[src/rtl/seg_pkg.sv]
// Shared constants and types for the 4-digit
// multiplexed seven-segment ALU result display.
package seg_pkg;

  localparam int NDIGITS      = 4;
  localparam int PRESCALE_DEF = 50000;

  localparam logic [7:0] GLYPH_BLANK = 8'hFF;
  localparam logic [7:0] GLYPH_MINUS = 8'hBF;
  localparam logic [7:0] GLYPH_C     = 8'hC6;
  localparam logic [7:0] GLYPH_O     = 8'hA3;

  localparam logic [3:0] AN_OFF = 4'hF;

  typedef struct packed {
    logic [3:0] res;
    logic       car;
    logic       of;
    logic       sgn;
  } word_t;

  localparam word_t WORD_ZERO = '0;

endpackage

[src/rtl/seg_scan_if.sv]
// Valid/ready bundle carrying one ALU
// result/flag word into the display block.
interface seg_scan_if;
  logic       in_valid;
  logic       in_ready;
  logic [3:0] in_res;
  logic       in_car;
  logic       in_of;
  logic       in_signed;

  modport master (
    output in_valid,
    output in_res,
    output in_car,
    output in_of,
    output in_signed,
    input  in_ready
  );

  modport slave (
    input  in_valid,
    input  in_res,
    input  in_car,
    input  in_of,
    input  in_signed,
    output in_ready
  );
endinterface

[src/rtl/seg_dec.sv]
// Combinational hex digit to active-low
// seven-segment glyph decoder, dp off.
module seg_dec
  import seg_pkg::*;
(
  input  logic [3:0] val,
  output logic [7:0] glyph
);

  always_comb begin
    glyph = GLYPH_BLANK;
    unique case (val)
      4'h0: glyph = 8'hC0;
      4'h1: glyph = 8'hF9;
      4'h2: glyph = 8'hA4;
      4'h3: glyph = 8'hB0;
      4'h4: glyph = 8'h99;
      4'h5: glyph = 8'h92;
      4'h6: glyph = 8'h82;
      4'h7: glyph = 8'hF8;
      4'h8: glyph = 8'h80;
      4'h9: glyph = 8'h90;
      4'hA: glyph = 8'h88;
      4'hB: glyph = 8'h83;
      4'hC: glyph = 8'hC6;
      4'hD: glyph = 8'hA1;
      4'hE: glyph = 8'h86;
      4'hF: glyph = 8'h8E;
    endcase
  end

endmodule

[src/rtl/seg_scan.sv]
// Multiplexed 4-digit display of an ALU word:
// magnitude, sign, carry and overflow digits.
module seg_scan
  import seg_pkg::*;
#(
  parameter int PRESCALE = PRESCALE_DEF
) (
  input  logic        clk,
  input  logic        rst_n,
  seg_scan_if.slave   bus,
  output logic [7:0]  seg,
  output logic [3:0]  an,
  output logic        frame_done
);

  localparam int CW = $clog2(PRESCALE);
  localparam int IW = $clog2(NDIGITS);

  logic [CW-1:0] cnt;
  logic [IW-1:0] idx;
  logic [IW-1:0] idx_nxt;
  logic          pend_valid;
  logic          pv_nxt;
  word_t         pend;
  word_t         disp;
  word_t         disp_nxt;
  logic          tick;
  logic          bnd;
  logic          accept;
  logic          load;
  logic          neg;
  logic [3:0]    mag;
  logic [7:0]    hex;
  logic [7:0]    glyph;
  logic [3:0]    an_nxt;

  assign tick    = cnt == CW'(PRESCALE - 1);
  assign bnd     = tick && (idx == IW'(NDIGITS - 1));
  assign accept  = bus.in_valid && bus.in_ready;
  assign load    = bnd && pend_valid;
  assign idx_nxt = idx + 1'b1;

  always_comb begin
    pv_nxt = pend_valid;
    if (load)
      pv_nxt = 1'b0;
    else if (accept)
      pv_nxt = 1'b1;
  end

  // digits are built from the value that is visible after this edge
  assign disp_nxt = load ? pend : disp;
  assign neg = disp_nxt.sgn && disp_nxt.res[3];
  assign mag = neg ? (~disp_nxt.res + 4'd1)
                   : disp_nxt.res;

  seg_dec u_dec (
    .val   (mag),
    .glyph (hex)
  );

  always_comb begin
    glyph  = GLYPH_BLANK;
    an_nxt = ~(4'b0001 << idx_nxt);
    unique case (idx_nxt)
      2'd0: glyph = hex;
      2'd1: glyph = neg ? GLYPH_MINUS
                        : GLYPH_BLANK;
      2'd2: glyph = disp_nxt.car ? GLYPH_C
                                 : GLYPH_BLANK;
      2'd3: glyph = disp_nxt.of ? GLYPH_O
                                : GLYPH_BLANK;
    endcase
  end

  always_ff @(posedge clk or negedge rst_n) begin
    if (!rst_n) begin
      cnt          <= '0;
      idx          <= IW'(NDIGITS - 1);
      pend_valid   <= 1'b0;
      pend         <= WORD_ZERO;
      disp         <= WORD_ZERO;
      bus.in_ready <= 1'b1;
      seg          <= GLYPH_BLANK;
      an           <= AN_OFF;
      frame_done   <= 1'b0;
    end else begin
      cnt          <= tick ? '0 : cnt + 1'b1;
      pend_valid   <= pv_nxt;
      bus.in_ready <= !pv_nxt;
      frame_done   <= bnd;
      if (accept) begin
        pend.res <= bus.in_res;
        pend.car <= bus.in_car;
        pend.of  <= bus.in_of;
        pend.sgn <= bus.in_signed;
      end
      if (load)
        disp <= pend;
      if (tick) begin
        idx <= idx_nxt;
        seg <= glyph;
        an  <= an_nxt;
      end
    end
  end

endmodule

[src/flat_wrapper.sv]
// flat-port wrapper written by rule: the top's interface ports become plain ports
module seg_scan_flat import seg_pkg::*;
#(
  parameter int PRESCALE = PRESCALE_DEF
)
  (clk, rst_n, seg, an, frame_done, bus_in_valid, bus_in_res, bus_in_car, bus_in_of, bus_in_signed, bus_in_ready);
  seg_scan_if bus_i ();
  input  logic clk;
  input  logic rst_n;
  output logic [7:0] seg;
  output logic [3:0] an;
  output logic frame_done;
  input wire logic [$bits(bus_i.in_valid)-1:0] bus_in_valid;
  input wire logic [$bits(bus_i.in_res)-1:0] bus_in_res;
  input wire logic [$bits(bus_i.in_car)-1:0] bus_in_car;
  input wire logic [$bits(bus_i.in_of)-1:0] bus_in_of;
  input wire logic [$bits(bus_i.in_signed)-1:0] bus_in_signed;
  output wire logic [$bits(bus_i.in_ready)-1:0] bus_in_ready;
  assign bus_i.in_valid = bus_in_valid;
  assign bus_i.in_res = bus_in_res;
  assign bus_i.in_car = bus_in_car;
  assign bus_i.in_of = bus_in_of;
  assign bus_i.in_signed = bus_in_signed;
  assign bus_in_ready = bus_i.in_ready;
  seg_scan #(.PRESCALE(PRESCALE)) u_core (.clk(clk), .rst_n(rst_n), .bus(bus_i), .seg(seg), .an(an), .frame_done(frame_done));
endmodule
[config.mk]
export PLATFORM = sky130hd
export DESIGN_NAME = seg_scan_flat
export DESIGN_NICKNAME = d
export VERILOG_FILES = /design/src/rtl/seg_pkg.sv /design/src/rtl/seg_scan_if.sv /design/src/rtl/seg_dec.sv /design/src/rtl/seg_scan.sv /design/src/flat_wrapper.sv
export SDC_FILE = /design/constraint.sdc
export NUM_CORES = 1
export LEC_CHECK = 0
export CORE_MARGIN = 10
export CORE_UTILIZATION = 51
export DETAILED_ROUTE_END_ITERATION = 8
export GPL_TIMING_DRIVEN = 0
export MAX_ROUTING_LAYER = met4
export PLACE_DENSITY_LB_ADDON = 0.25
export SLEW_MARGIN = 20
export SYNTH_ARGS = -nofsm -noshare
export SYNTH_HDL_FRONTEND = slang
export SYNTH_SLANG_ARGS = --single-unit
[constraint.sdc]
create_clock -name clk -period 3.5 [get_ports clk]
set_input_delay 0.35 -clock clk [delete_from_list [all_inputs] [get_ports clk]]
set_output_delay 0.35 -clock clk [all_outputs]
set_load 0.1 [all_outputs]
=== Word-level counts from Yosys, hierarchy flattened ===
Memories as Yosys holds them, arrays and structs flattened.
Index checks and enable logic that the tools add are counted.

* Register bits: 47
* Bits in latches: 0
* Bits in writable memories: 0
* Bits in read-only memories: 112
* Bits of input ports: 10
* Output and inout bits: 14
* Logic and storage cells: 42
* Memories kept: 1

* Add/subtract/negate cells: 3
* Multipliers: 0
* Div/mod/pow operators: 0
* $lt $le $gt $ge: 0
* Eq/ne operators: 5
* Shift operators: 1
* Muxes and demuxes: 9
* Bitwise logic cells: 2
* Reduce and logical (&&, ||, !) cells: 6

{| class="wikitable"
|+ Memories
! name !! words !! width !! rd ports !! clocked after Yosys merged registers in !! write ports !! RTL line !! RTL
|-
| (no name shown) || 16 || 7 || 1 || 0 || 0 || seg_dec.sv:12 || <nowiki>unique case (val)</nowiki>
|}

{| class="wikitable"
|+ Operators by type and width
! operator !! count
|-
| $pmux W8 S4 || 1
|-
| $mux W7 || 3
|-
| $add A16 B1 Y16 const B || 1
|-
| $eq A16 B16 Y1 const B || 1
|-
| $mux W16 || 1
|-
| $not A4 Y4 || 2
|-
| $eq A2 B2 Y1 const B || 3
|-
| $mux W6 || 1
|-
| $add A4 B1 Y4 const B || 1
|-
| $logic_and A1 B1 Y1 || 4
|-
| $mux W4 || 1
|-
| $shl A1 B2 Y4 const A || 1
|-
| $add A2 B1 Y2 const B || 1
|-
| $eq A2 B1 Y1 const B || 1
|-
| $logic_not A2 Y1 || 1
|-
| $mux W1 || 2
|-
| $logic_not A1 Y1 || 1
|}

=== Logic depth before layout (Yosys ltp) ===
An unclocked memory read counts as a cell.

* Word-level depth: 9
* Mapped depth: 18
* Mapped depth without buffers: 17

=== Cells and area by module ===
From an unflattened synthesis, not the netlist that was laid out.

* Cells, all modules: 235
* Area, all modules: 2,568.7 µm²

{| class="wikitable"
|+ Modules (own cells, without submodules)
! module !! instances !! cells an instance !! area an instance (µm²) !! seq. area each (µm²)
|-
| seg_scan || 1 || 201 || 2,282.2 || 1,194.9
|-
| seg_dec || 1 || 34 || 286.5 || 0.0
|}

=== Worst setup path before layout ===
OpenSTA, ideal clock, no wires.

* Path kind: register to register
* From: register u_core.cnt[11]
* To: register u_core.seg[3]
* Library setup time: 0.077 ns
* Arrival: 3.457 ns
* Data required time: 3.423 ns
* Path slack: -0.035 ns
* Cell stages (with the launch flop): 17
* Path buffers: 1
* Period minus slack after synthesis: 3.535 ns
* Cell sequence: dfrtp_1 > or4b_4 > or4_4 > buf_6 > nor2_4 > nand2_1 > nand2_1 > inv_1 > ha_1 > nand2_1 > a2111oi_0 > nor2_1 > inv_1 > ha_1 > nand2_1 > a211o_1 > a31oi_1

{| class="wikitable"
|+ RTL lines
! what !! RTL line !! RTL
|-
| start: declaration || seg_scan.sv:19 || <nowiki>logic [CW-1:0] cnt;</nowiki>
|-
| start signal: assignment || seg_scan.sv:88 || <nowiki>cnt <= tick ? '0 : cnt + 1'b1;</nowiki>
|-
| end signal: assignment || seg_scan.sv:102 || <nowiki>seg <= glyph;</nowiki>
|-
| end: declaration || seg_scan.sv:11 || <nowiki>output logic [7:0] seg,</nowiki>
|}

==> run metrics <==
DR WL/cell 14.3 um; H-tree depth 2; Hold Fails Final Rpt 0; Mean Syn Cell Area 10.4 um^2; port bufs 22; global-route wire length before repair 8.40 mm; Power Density 300 nW/um^2; clk_lat worst skew 0.30 ns; Seq cells post-synth 46; Initial Utilization 0.527; min cycle time layout 3.48 ns; multiplexer share of the synthesized area 0.0590; worst reg2reg setup slack 0.02 ns; Mapped Nets 261; layer with the highest usage met2; largest net degree at the start of global routing 33; setup violators final 0; TritonCTS Sinks 46; CTS clk-pin slew, worst paths 0.09 ns; leakage power 1.37 nW; Chip Height 90.1 um; worst rel slew slack 0.345; final net count 304; hold path start u_core.cnt[0]; Routed Antenna Nets 0; M3 GR Usage 0.0374; Critical Path Sink Type flop; layout cells sized above 1 0.282; largest family of logic cells by synthesized area simple AND/OR/NAND/NOR gates; async set-reset flop share out of synthesis 1.00; register area share after synthesis 0.467; synth unique cells 53; Cells after Synth 240; RSZ-0062 raised after global routing true; Rows 25; hold crit path type flop to flop; slew of the pin with the lowest slew margin 0.980 ns; initial antenna violation count 0; core area 4750 um^2; CTS Buf Count 5; vias post-DR 1851; Worst Setup SP u_core.cnt[11]; # diodes 0; M1 GR Usage 0.164; Clock Root Buffer clkbuf_8; Critical Path, Cell by Cell or4b_4, or4_4, nor2_4, nand2_2, nand2_2, inv_2, ha_4, nand2_4, a2111oi_4, nor2_2, inv_2, ha_4, nand2_4, a211o_1, a31oi_1; GR Layer Usage met2 0.183; reg-to-reg endpoint u_core.seg[3]; Post-Synth Simple-Gate Area 0.214; Post-Synth XOR/XNOR Area 0.0600; f_max 287 MHz; WP data arrival 3.71 ns; Final Cycle Share 0.994; Area Overhead vs Synth 24.3%; TNS Setup 0 ns; CTS tree built; mapped cell area 2500 um^2; Ys Warns 0; outcome completed; Max Cap Violations 0; worst vdd ir 326 uV; hpwl dp 3.53 mm; CP Data Required Time 3.73 ns; total wire length 5.02 mm; r2r worst-path depth 15; Vias/cell 5.27; gr usage total 0.125; chip width 90.1 um; Starting DRT DRC Count 96; crit path buf inv count 2; DR pass1 iterations 4; Worst Skew 0.0101 ns; Slowest-stage cell, CP or4b_4; Worst Setup EP u_core.seg[3]; Max FO, Critical Path 3; Min Hold Slack 0.464 ns; commonest register cell after synthesis dfrtp_1; Synth Area in Compound Gates 0.113; Crit path largest cell delay 0.57 ns; Overflow after GRT 0; vias in the first global route 1788; max-slew violation count 0; # IOs 24; clock tree buffer depth 2; EDFF count, synth 0; Post-Synth Adder-Cell Area 0.0550; Worst path depth 15; full die area 8110 um^2; Startpoint Class flop; CP delay by family, top simple AND/OR/NAND/NOR gates; drt drc 0; gpl congestion 0.850; type of the worst setup path flop to flop; worst flop-to-flop path startpoint u_core.cnt[11]; Pwr Total 934 uW
## per-stage QoR
step / instance area, um^2 / cells / utilization / setup slack, ns
floorplan: 2510 / 240 / - / 0.0243
global placement: 2820 / 329 / 0.592 / -0.247
detailed placement: 2830 / 330 / 0.596 / -0.269
CTS: 3000 / 344 / 0.631 / 0.0425
global route: 3110 / 351 / 0.654 / -0.175
finish: 3110 / 351 / 0.654 / 0.0197
## worst register-to-register path, cell delays in order (launching register included)
cell	delay (ns)
dfrtp_1	0.39
or4b_4	0.57
or4_4	0.53
nor2_4	0.14
nand2_2	0.06
nand2_2	0.10
inv_2	0.06
ha_4	0.27
nand2_4	0.05
a2111oi_4	0.36
nor2_2	0.12
inv_2	0.08
ha_4	0.14
nand2_4	0.06
a211o_1	0.32
a31oi_1	0.16
## how the worst min path moves through the flow
stage	slack, ns	cells after the start	to
after global routing	0.49	2	u_core.seg[0]
after floorplan	0.05	0	u_core.cnt[0]
after CTS	0.47	1	u_core.cnt[0]
final	0.46	1	u_core.cnt[0]
after detailed placement	0.28	1	u_core.pend[3]
after global placement	0.46	1	u_core.cnt[0]
## synthesized netlist by cell type (all sizes together), types with 2 or more instances
cell type | number | area [um^2]
and3 | 2 | 13.8
buf | 4 | 37.5
xnor2 | 4 | 35.0
nor2 | 22 | 90.1
o21ai | 11 | 55.1
nand2b | 2 | 12.5
a21oi | 7 | 46.3
or3 | 2 | 13.8
nor4 | 2 | 27.5
and2 | 3 | 20.0
a21o | 3 | 22.5
mux2i | 3 | 46.3
o211ai | 2 | 15.0
xor2 | 11 | 115
dfstp | 14 | 368
nor3 | 2 | 10.0
mux2 | 9 | 101
a31oi | 5 | 31.3
ha | 11 | 138
dfrtp | 32 | 801
nand3 | 18 | 100
inv | 9 | 33.8
nand4bb | 2 | 55.1
nand2 | 42 | 163
o31ai | 4 | 35.0
## repair_timing
item,in CTS,in global routing
setup buffers,6,7
pin swaps,4,11
endpoints found under the hold margin,3,0
gates resized for setup,2,14
setup endpoints to repair,6,5
cloned,0,0
hold buffers,1,0
## routing by layer
layer	wire, um	up-vias
li1	-	916
met2	2340	39
met1	2360	891
met3	254	5
met4	61	0
met5	0	-
## state kept, by name, summed over array words and instances, names as in the netlist
register and flops:
u_core.an 4, u_core.bus.in_ready 1, u_core.cnt 16, u_core.disp 7, u_core.frame_done 1, u_core.idx 2, u_core.pend 7, u_core.pend_valid 1
u_core.seg 7
## report_power, final
part	total [mW]	switching [mW]	internal, mW
clock network	0.374	0.175	0.199
logic	0.0279	0.0160	0.0118
registers	0.532	0	0.532
total	0.934	0.191	0.743
## cell usage in the layout, fill, tap and decap left out, types with 3 or more instances in the layout
cell type / count
a21o_1: 3
dfstp_2: 14
xnor2_1: 4
o31ai_1: 3
clkdlybuf4s50_1: 21
inv_2: 3
buf_4: 15
nand2_2: 4
a31oi_1: 5
nor2_1: 20
a21oi_1: 5
inv_1: 6
nand3_1: 16
mux2_2: 8
xor2_1: 10
clkbuf_8: 8
ha_1: 9
dfrtp_1: 32
nand2_1: 36
o21ai_0: 10
## logic make-up after synthesis
| kind of cell | count (synthesis) |
|---|---|
| other | 1 |
| XOR/XNOR | 15 |
| adder cells (fa/ha/maj) | 11 |
| multiplexers | 12 |
| AO/OA/AOI/OAI | 41 |
| buffers and inverters | 14 |
| flip-flops | 46 |
| AND/OR/NAND/NOR | 100 |
## area by class of cell
| type | instances | area (um^2) |
|---|---|---|
| well taps | 67 | 83.8 |
| plain buffers | 4 | 30.0 |
| repair buffers | 37 | 343 |
| multi-input cells | 180 | 1340 |
| clock buffers | 8 | 110 |
| fillers | 398 | 1640 |
| flip-flops and latches | 46 | 1170 |
| inverters | 9 | 33.8 |
Note: power is estimated with default switching activity, not from simulation.
